==> src/rtl/bakraid_eeprom_93c66.sv <==
// 93C66 (x16) Microwire EEPROM responder: command decode, 256x16 RAM, write-enable latch, busy/ready status.
// Optional host NVRAM port on the RAM's second port when BAKRAID_EEPROM_HOSTPORT_EN is defined.
module bakraid_eeprom_93c66 #(
  parameter int AW          = 8,
  parameter int DW          = 16,
  parameter int BUSY_CYCLES = 480
) (
  input  logic          CLK,
  input  logic          RESET,
  input  logic          SCLK,
  input  logic          SCS,
  input  logic          SDI,
  output logic          SDO,
  output logic          BUSY
`ifdef BAKRAID_EEPROM_HOSTPORT_EN
  ,
  input  logic [AW-1:0] HOST_ADDR,
  input  logic [DW-1:0] HOST_DIN,
  input  logic          HOST_WE,
  output logic [DW-1:0] HOST_DOUT
`endif
);

  localparam int CW           = AW + 2;
  localparam int WORDS        = 1 << AW;
  localparam int SWEEP_CYCLES = (BUSY_CYCLES > WORDS) ? BUSY_CYCLES : WORDS;
  localparam int CNTW         = $clog2(((CW > DW) ? CW : DW) + 1);
  localparam int BITW         = $clog2(DW);
  localparam int BCW          = $clog2(SWEEP_CYCLES + 1);
  localparam int WLW          = AW + 1;

  typedef enum logic [2:0] {
    S_IDLE   = 3'd0,
    S_CMD    = 3'd1,
    S_RD     = 3'd2,
    S_WR     = 3'd3,
    S_PROG   = 3'd4,
    S_STATUS = 3'd5
  } state_t;

  state_t          r_state;
  state_t          w_state_nxt;
  logic [1:0]      r_sclk_s;
  logic [1:0]      r_scs_s;
  logic [1:0]      r_sdi_s;
  logic            r_sclk_d;
  logic            r_sdo;
  logic            r_busy;
  logic            w_sdo_nxt;
  logic            w_busy_nxt;
  logic [CNTW-1:0] r_cnt;
  logic [CW-2:0]   r_sr;
  logic            r_pend;
  logic            r_ewe;
  logic            r_all;
  logic [AW-1:0]   r_addr;
  logic [BITW-1:0] r_bit;
  logic [DW-1:0]   r_wdata;
  logic [AW-1:0]   r_waddr;
  logic [WLW-1:0]  r_wleft;
  logic [BCW-1:0]  r_busy_cnt;
  logic [DW-1:0]   r_ram_q;
  logic [DW-1:0]   r_mem [WORDS];

  logic            w_rise;
  logic            w_scs;
  logic            w_sdi;
  logic [CW-1:0]   w_cmd;
  logic [1:0]      w_op;
  logic [1:0]      w_sub;
  logic            w_cmd_end;
  logic            w_commit;
  logic            w_host_we;
  logic            w_stall;
  logic            w_prog_wr;
  logic            w_last;

  assign w_rise    = r_sclk_s[1] & ~r_sclk_d;
  assign w_scs     = r_scs_s[1];
  assign w_sdi     = r_sdi_s[1];
  assign w_cmd     = {r_sr, w_sdi};
  assign w_op      = w_cmd[CW-1:CW-2];
  assign w_sub     = w_cmd[AW-1:AW-2];
  assign w_cmd_end = (r_state == S_CMD) && w_scs && w_rise && (r_cnt == CNTW'(CW - 1));
  assign w_commit  = ((r_state == S_CMD && r_pend) || (r_state == S_WR && r_cnt == CNTW'(DW)))
                     && !w_scs && r_ewe;
`ifdef BAKRAID_EEPROM_HOSTPORT_EN
  assign w_host_we = HOST_WE;
`else
  assign w_host_we = 1'b0;
`endif
  // A host write in the same cycle holds the serial write and the busy count for one CLK.
  assign w_stall   = (r_state == S_PROG) && (r_wleft != '0) && w_host_we;
  assign w_prog_wr = (r_state == S_PROG) && (r_wleft != '0) && !w_host_we;
  assign w_last    = (r_state == S_PROG) && (r_busy_cnt == BCW'(1)) && !w_stall;

  assign SDO  = r_sdo;
  assign BUSY = r_busy;

  // Two-flop synchronisers for the CPU-side serial pins plus SCLK edge history.
  always_ff @(posedge CLK) begin
    if (!RESET) begin
      r_sclk_s <= 2'b00;
      r_scs_s  <= 2'b00;
      r_sdi_s  <= 2'b00;
      r_sclk_d <= 1'b0;
    end else begin
      r_sclk_s <= {r_sclk_s[0], SCLK};
      r_scs_s  <= {r_scs_s[0], SCS};
      r_sdi_s  <= {r_sdi_s[0], SDI};
      r_sclk_d <= r_sclk_s[1];
    end
  end

  // State register with registered SDO/BUSY.
  always_ff @(posedge CLK) begin
    if (!RESET) begin
      r_state <= S_IDLE;
      r_sdo   <= 1'b1;
      r_busy  <= 1'b0;
    end else begin
      r_state <= w_state_nxt;
      r_sdo   <= w_sdo_nxt;
      r_busy  <= w_busy_nxt;
    end
  end

  // Next-state decode.
  always_comb begin
    w_state_nxt = r_state;
    case (r_state)
      S_IDLE: begin
        if (w_rise && w_scs && w_sdi) w_state_nxt = S_CMD;
        else                          w_state_nxt = S_IDLE;
      end
      S_CMD: begin
        if (!w_scs) begin
          w_state_nxt = w_commit ? S_PROG : S_IDLE;
        end else if (w_cmd_end) begin
          case (w_op)
            2'b10:   w_state_nxt = S_RD;
            2'b01:   w_state_nxt = S_WR;
            2'b00:   w_state_nxt = (w_sub == 2'b01) ? S_WR : S_CMD;
            default: w_state_nxt = S_CMD;
          endcase
        end else begin
          w_state_nxt = S_CMD;
        end
      end
      S_RD: begin
        if (!w_scs) w_state_nxt = S_IDLE;
        else        w_state_nxt = S_RD;
      end
      S_WR: begin
        if (!w_scs) w_state_nxt = w_commit ? S_PROG : S_IDLE;
        else        w_state_nxt = S_WR;
      end
      S_PROG: begin
        if (w_last) w_state_nxt = S_STATUS;
        else        w_state_nxt = S_PROG;
      end
      S_STATUS: begin
        if (!w_scs) w_state_nxt = S_IDLE;
        else        w_state_nxt = S_STATUS;
      end
      default: w_state_nxt = S_IDLE;
    endcase
  end

  // Next SDO/BUSY values; SDO carries the dummy bit, read data or ready status.
  always_comb begin
    w_sdo_nxt  = 1'b1;
    w_busy_nxt = 1'b0;
    case (r_state)
      S_IDLE: begin
        w_sdo_nxt  = 1'b1;
        w_busy_nxt = 1'b0;
      end
      S_CMD: begin
        w_busy_nxt = w_commit;
        if (w_cmd_end && w_op == 2'b10) w_sdo_nxt = 1'b0;
        else                            w_sdo_nxt = 1'b1;
      end
      S_RD: begin
        w_busy_nxt = 1'b0;
        if (!w_scs)      w_sdo_nxt = 1'b1;
        else if (w_rise) w_sdo_nxt = r_ram_q[r_bit];
        else             w_sdo_nxt = r_sdo;
      end
      S_WR: begin
        w_busy_nxt = w_commit;
        w_sdo_nxt  = 1'b1;
      end
      S_PROG: begin
        w_busy_nxt = !w_last;
        w_sdo_nxt  = w_last ? 1'b1 : !w_scs;
      end
      S_STATUS: begin
        w_busy_nxt = 1'b0;
        w_sdo_nxt  = 1'b1;
      end
      default: begin
        w_busy_nxt = 1'b0;
        w_sdo_nxt  = 1'b1;
      end
    endcase
  end

  // Command/data shifting, write-enable latch, read pointer and program sequencing.
  always_ff @(posedge CLK) begin
    if (!RESET) begin
      r_cnt      <= '0;
      r_sr       <= '0;
      r_pend     <= 1'b0;
      r_ewe      <= 1'b0;
      r_all      <= 1'b0;
      r_addr     <= '0;
      r_bit      <= '0;
      r_wdata    <= '0;
      r_waddr    <= '0;
      r_wleft    <= '0;
      r_busy_cnt <= '0;
    end else begin
      case (r_state)
        S_IDLE: begin
          r_cnt  <= '0;
          r_pend <= 1'b0;
        end
        S_CMD: begin
          if (w_scs && w_rise && r_cnt < CNTW'(CW)) begin
            r_sr  <= w_cmd[CW-2:0];
            r_cnt <= r_cnt + CNTW'(1);
            if (r_cnt == CNTW'(CW - 1)) begin
              r_addr <= w_cmd[AW-1:0];
              r_bit  <= BITW'(DW - 1);
              case (w_op)
                2'b01: begin
                  r_all <= 1'b0;
                  r_cnt <= '0;
                end
                2'b11: begin
                  r_all   <= 1'b0;
                  r_wdata <= '1;
                  r_pend  <= 1'b1;
                end
                2'b00: begin
                  case (w_sub)
                    2'b01: begin
                      r_all <= 1'b1;
                      r_cnt <= '0;
                    end
                    2'b10: begin
                      r_all   <= 1'b1;
                      r_wdata <= '1;
                      r_pend  <= 1'b1;
                    end
                    2'b11:   r_ewe <= 1'b1;
                    default: r_ewe <= 1'b0;
                  endcase
                end
                default: r_all <= 1'b0;
              endcase
            end
          end
        end
        S_WR: begin
          if (w_scs && w_rise && r_cnt < CNTW'(DW)) begin
            r_wdata <= {r_wdata[DW-2:0], w_sdi};
            r_cnt   <= r_cnt + CNTW'(1);
          end
        end
        S_RD: begin
          if (w_scs && w_rise) begin
            if (r_bit == '0) begin
              r_bit  <= BITW'(DW - 1);
              r_addr <= r_addr + AW'(1);
            end else begin
              r_bit <= r_bit - BITW'(1);
            end
          end
        end
        S_PROG: begin
          if (!w_stall) begin
            r_busy_cnt <= r_busy_cnt - BCW'(1);
            if (r_wleft != '0) begin
              r_waddr <= r_waddr + AW'(1);
              r_wleft <= r_wleft - WLW'(1);
            end
          end
        end
        default: r_cnt <= '0;
      endcase
      if (w_commit) begin
        r_waddr    <= r_all ? '0 : r_addr;
        r_wleft    <= r_all ? WLW'(WORDS) : WLW'(1);
        r_busy_cnt <= r_all ? BCW'(SWEEP_CYCLES) : BCW'(BUSY_CYCLES);
      end
    end
  end

  // RAM holds the complement of each word so a zero-initialised array reads back as erased (all ones).
  always_ff @(posedge CLK) begin
`ifdef BAKRAID_EEPROM_HOSTPORT_EN
    if (HOST_WE)        r_mem[HOST_ADDR] <= ~HOST_DIN;
    else if (w_prog_wr) r_mem[r_waddr]   <= ~r_wdata;
`else
    if (w_prog_wr) r_mem[r_waddr] <= ~r_wdata;
`endif
  end

  // Serial-side read port, refreshed every cycle from the read pointer.
  always_ff @(posedge CLK) begin
    r_ram_q <= ~r_mem[r_addr];
  end

`ifdef BAKRAID_EEPROM_HOSTPORT_EN
  logic [DW-1:0] r_host_q;

  // Host read port, one CLK behind HOST_ADDR.
  always_ff @(posedge CLK) begin
    r_host_q <= ~r_mem[HOST_ADDR];
  end

  assign HOST_DOUT = r_host_q;
`endif

endmodule

==> config.mk <==
export PLATFORM = sky130hd
export DESIGN_NAME = bakraid_eeprom_93c66
export DESIGN_NICKNAME = d
export VERILOG_FILES = /design/src/rtl/bakraid_eeprom_93c66.sv
export SDC_FILE = /design/constraint.sdc
export NUM_CORES = 2
export LEC_CHECK = 0
export ABC_AREA = 1
export BUFFER_PORTS_ARGS = -buffer_cell sky130_fd_sc_hd__clkbuf_2
export CAP_MARGIN = 20
export CORE_MARGIN = 1.5
export CORE_UTILIZATION = 40
export CTS_CLUSTER_SIZE = 12
export DETAILED_ROUTE_END_ITERATION = 8
export MAX_ROUTING_LAYER = met4
export SETUP_SLACK_MARGIN = 0.05
export SYNTH_ARGS = -nofsm -noshare
export SYNTH_HDL_FRONTEND = slang
export SYNTH_SLANG_ARGS = --single-unit
export TNS_END_PERCENT = 30
==> constraint.sdc <==
create_clock -name CLK -period 5.5 [get_ports CLK]
set_clock_uncertainty 0.05 [all_clocks]
set_input_delay 1.1 -clock CLK [delete_from_list [all_inputs] [get_ports CLK]]
set_output_delay 1.1 -clock CLK [all_outputs]
set_load 0.01 [all_outputs]
==> metrics.cfg <==
[status]
status = completed

[detailed_routing]
detailedRoute.firstPassIterationCount = 6
routed-wl-met3_mm = 40.10
num_vias = 111100
via_per_inst = 5.559
drc = 0
wl_met1_mm = 205.7
routed_wirelength_mm = 491.6
top_layer = met4
postRouteAntennaNets = 0
initialDrtViolationCount = 13760
met2_length_mm = 228.1
routedWlPerCell_um = 24.60

[synthesis]
netlist_instances = 14110
synth_ff_type = edfxtp_1
synth_area_leaders = edfxtp_1 (73%), nand3_1 (12%), nand2_1 (9.4%), buf_2 (1.4%), dfxtp_1 (1.3%)
postSynth.asyncResetShare_pct = 0
ys_seq_area_share_pct = 74.15
synthSimpleGateAreaFrac_pct = 22.49
synth_nets = 14130
synth_top_family_by_area = simple AND/OR/NAND/NOR gates
synth-xor-area-share_pct = 0.03633
netlist_area_mm2 = 0.1688
synth.distinct_cells = 43
synth-compound-area-share_pct = 0.4878
synthMuxAreaShare_pct = 0
synth_edf_count = 4096
netlist.area_leader.share_pct = 72.88
synthAdderAreaFrac_pct = 0.1112
yosysWarningCount = 0
avgSynthCellArea_um2 = 11.96
synth_seq_cells = 4203
synth_top_area_cell = edfxtp_1

[timing]
setup_viol = 0
tightest_slew_ns = 1.408
slew_viol_final = 0
clock.fmax_mhz = 235.1
hold_slack_ns = 0.2511
post-route-period-util_pct = 77.33
rsz0062_at_grt = no
slew_headroom_pct = 6.119
finalHoldViolCount = 0
fin_tns_setup_ns = 0
min_period_ns = 4.253
fin_ws_ns = 1.247

[hold_path]
whs_path_depth = 3
hold_path_class = in2reg
hold_path_end = r_sclk_s[0]$_SDFF_PN0_
min_from = SCLK

[cts]
cts_buffers = 427
cts_root_buf = clkbuf_16
clk_latency_ns = 0.99
cts_buffer_depth = 4
clock-sinks = 4203
postCtsResizedCells = 0
cts.clk_slew.worst_paths_ns = 0.06
cts_setup_buffers = 0
cts.htree.levels = 5
cts_tree = done
cts_hold_buf = 0

[pwr]
p_per_area_mw_per_mm2 = 326.3
p_comb_share_pct = 0.2
p_sw_w = 0.01217
p_clk_share_pct = 43.7
vdd_drop_max_uv = 246.3
switching_share_pct = 19.76
seq_power_share_pct = 56.2
leakagePower_nw = 70.02
p_int_w = 0.04944

[run]
drv_cap = 0

[global_route]
track_usage_pct = 23.09
grt-ovfl-total = 0
grt_pass1_wl_mm = 714.7
grt_start_max_net_pins = 179
grt_pass1_vias = 102900
antenna_found_initial = 18

[setup_path]
cpMaxStageDelayCell = inv_8
worst_path_largest_cell_delay_ns = 0.75
r2r_slack_ns = 1.25
reg2reg_to = r_ram_q[5]$_DFF_P_
crit_chain = inv_8 > buf_12 > buf_4 > nand2_1 > nand3_1 > nand3_1 > nand3_1 > nand3_1 > nand3_1 > nand3_1 > nand3_1 > nand2_1
cp_max_fo = 98
critPathKind = reg2reg
path_common_cell = nand3_1
r2r_cells = 12
critPathBufInv = 3
end_kind = flop
cp.required_ns = 6.30
critical-path-top-delay-family = simple AND/OR/NAND/NOR gates
cp.arrival_ns = 5.05
cp-start-kind = flop

[layout]
drive_gt1_share_pct = 7.116
final_common_cell = nand2_1
area_delta_synth_final_pct = 11.88
final_cell_mix = nand2_1 (4220), edfxtp_1 (4096), nand3_1 (4093)
layout.cells.non_filler = 19990
layout.nets = 14050

[placement]
io_buffer_count = 6
dp_hpwl_mm = 258.1
place_congestion = 0.8562
dp_slack_ns = 1.330
dp_cells = 19240

[floorplan]
die_width_um = 652.6
rows = 238
dieArea_mm2 = 0.4258
core_mm2 = 0.4202
initial_core_util_pct = 40.17
pin_count = 7
die_y_um = 652.6

==> through the flow <==
stage | util, % | area, um^2 | total power, W
after floorplan | - | 168800 | 0.03534
after global placement | 41.91 | 176100 | 0.03538
after detailed placement | 41.93 | 176200 | 0.03538
after CTS | 44.93 | 188800 | 0.06189
after global routing | 44.93 | 188800 | 0.06299
final | 44.94 | 188800 | 0.06161
==> cells by family after synthesis <==
family | after synthesis
and+or+nand+nor | 8684
DFF | 4203
buffers and inverters | 1055
AOI/OAI and AO/OA | 150
adders and majority gates | 15
xor gates and xnor gates | 7
==> area by class of cell <==
cell class | count | area, um^2
timing repair buffer | 438 | 4252
multi-input combinational | 8856 | 39190
clock inverter | 147 | 1131
fill | 37770 | 231400
tap | 5640 | 7057
inverter | 99 | 526.8
sequential | 4203 | 125200
clock buffer | 591 | 11470
antenna | 12 | 30.03
==> routing by layer <==
layer  global-route usage (%)  vias to the layer above
li1                         -                    50180
met1                    32.12                    55270
met2                    35.02                     4854
met3                    3.080                      790
met4                    7.977                        0
met5                        -                        -
==> flip-flops by register name (all words and copies together) (netlist names), named ones only <==
name	count
r_busy_cnt	9
r_scs_s	2
r_state	3
r_sclk_d	1
r_wleft	9
r_ewe	1
BUSY	1
r_addr	8
r_mem	4096
r_sdi_s	2
r_sclk_s	2
r_pend	1
r_sr	9
r_cnt	5
SDO	1
r_waddr	8
r_wdata	16
r_all	1
r_ram_q	16
r_bit	4
==> power groups by stage <==
stage                     logic [W]  clock network, W  registers [W]
after floorplan           0.0000590                 0         0.0353
after global placement     0.000101                 0         0.0353
after detailed placement   0.000102                 0         0.0353
after CTS                  0.000102            0.0272         0.0346
after global routing       0.000110            0.0283         0.0346
final                      0.000103            0.0269         0.0346
==> worst max-delay path by stage <==
stage | to | slack, ns | cells past startpoint
global route | r_ram_q[5]$_DFF_P_ | 1.17 | 12
finish | r_ram_q[5]$_DFF_P_ | 1.25 | 12
CTS | r_ram_q[5]$_DFF_P_ | 1.31 | 12
floorplan | r_mem[0][0]$_DFFE_PP_ | 1.63 | 1
detailed placement | r_ram_q[5]$_DFF_P_ | 1.33 | 12
global placement | r_ram_q[5]$_DFF_P_ | 1.30 | 12
==> synthesized netlist by cell type (all sizes together), types with 2 or more instances <==
cell and number:
nand2 4232, nand3 4106, edfxtp 4096, buf 612, clkbuf 344, nor2 308, dfxtp 107, inv 98
o21ai 61, a21oi 58, nor3 16, ha 15, a31oi 11, nand4 7, nor4 7, o211ai 7
or2 5, xor2 5, a21boi 2, o21a 2, o221ai 2, o22ai 2, o31ai 2, xnor2 2
==> worst reg2reg max path, delay by kind of cell (launching register included) <==
kind | cells | cell delay (ns)
AND/OR/NAND/NOR | 9 | 1.76
flip-flops | 1 | 0.53
buffers and inverters | 3 | 1.78
Note: power is estimated with default switching activity, not from simulation.
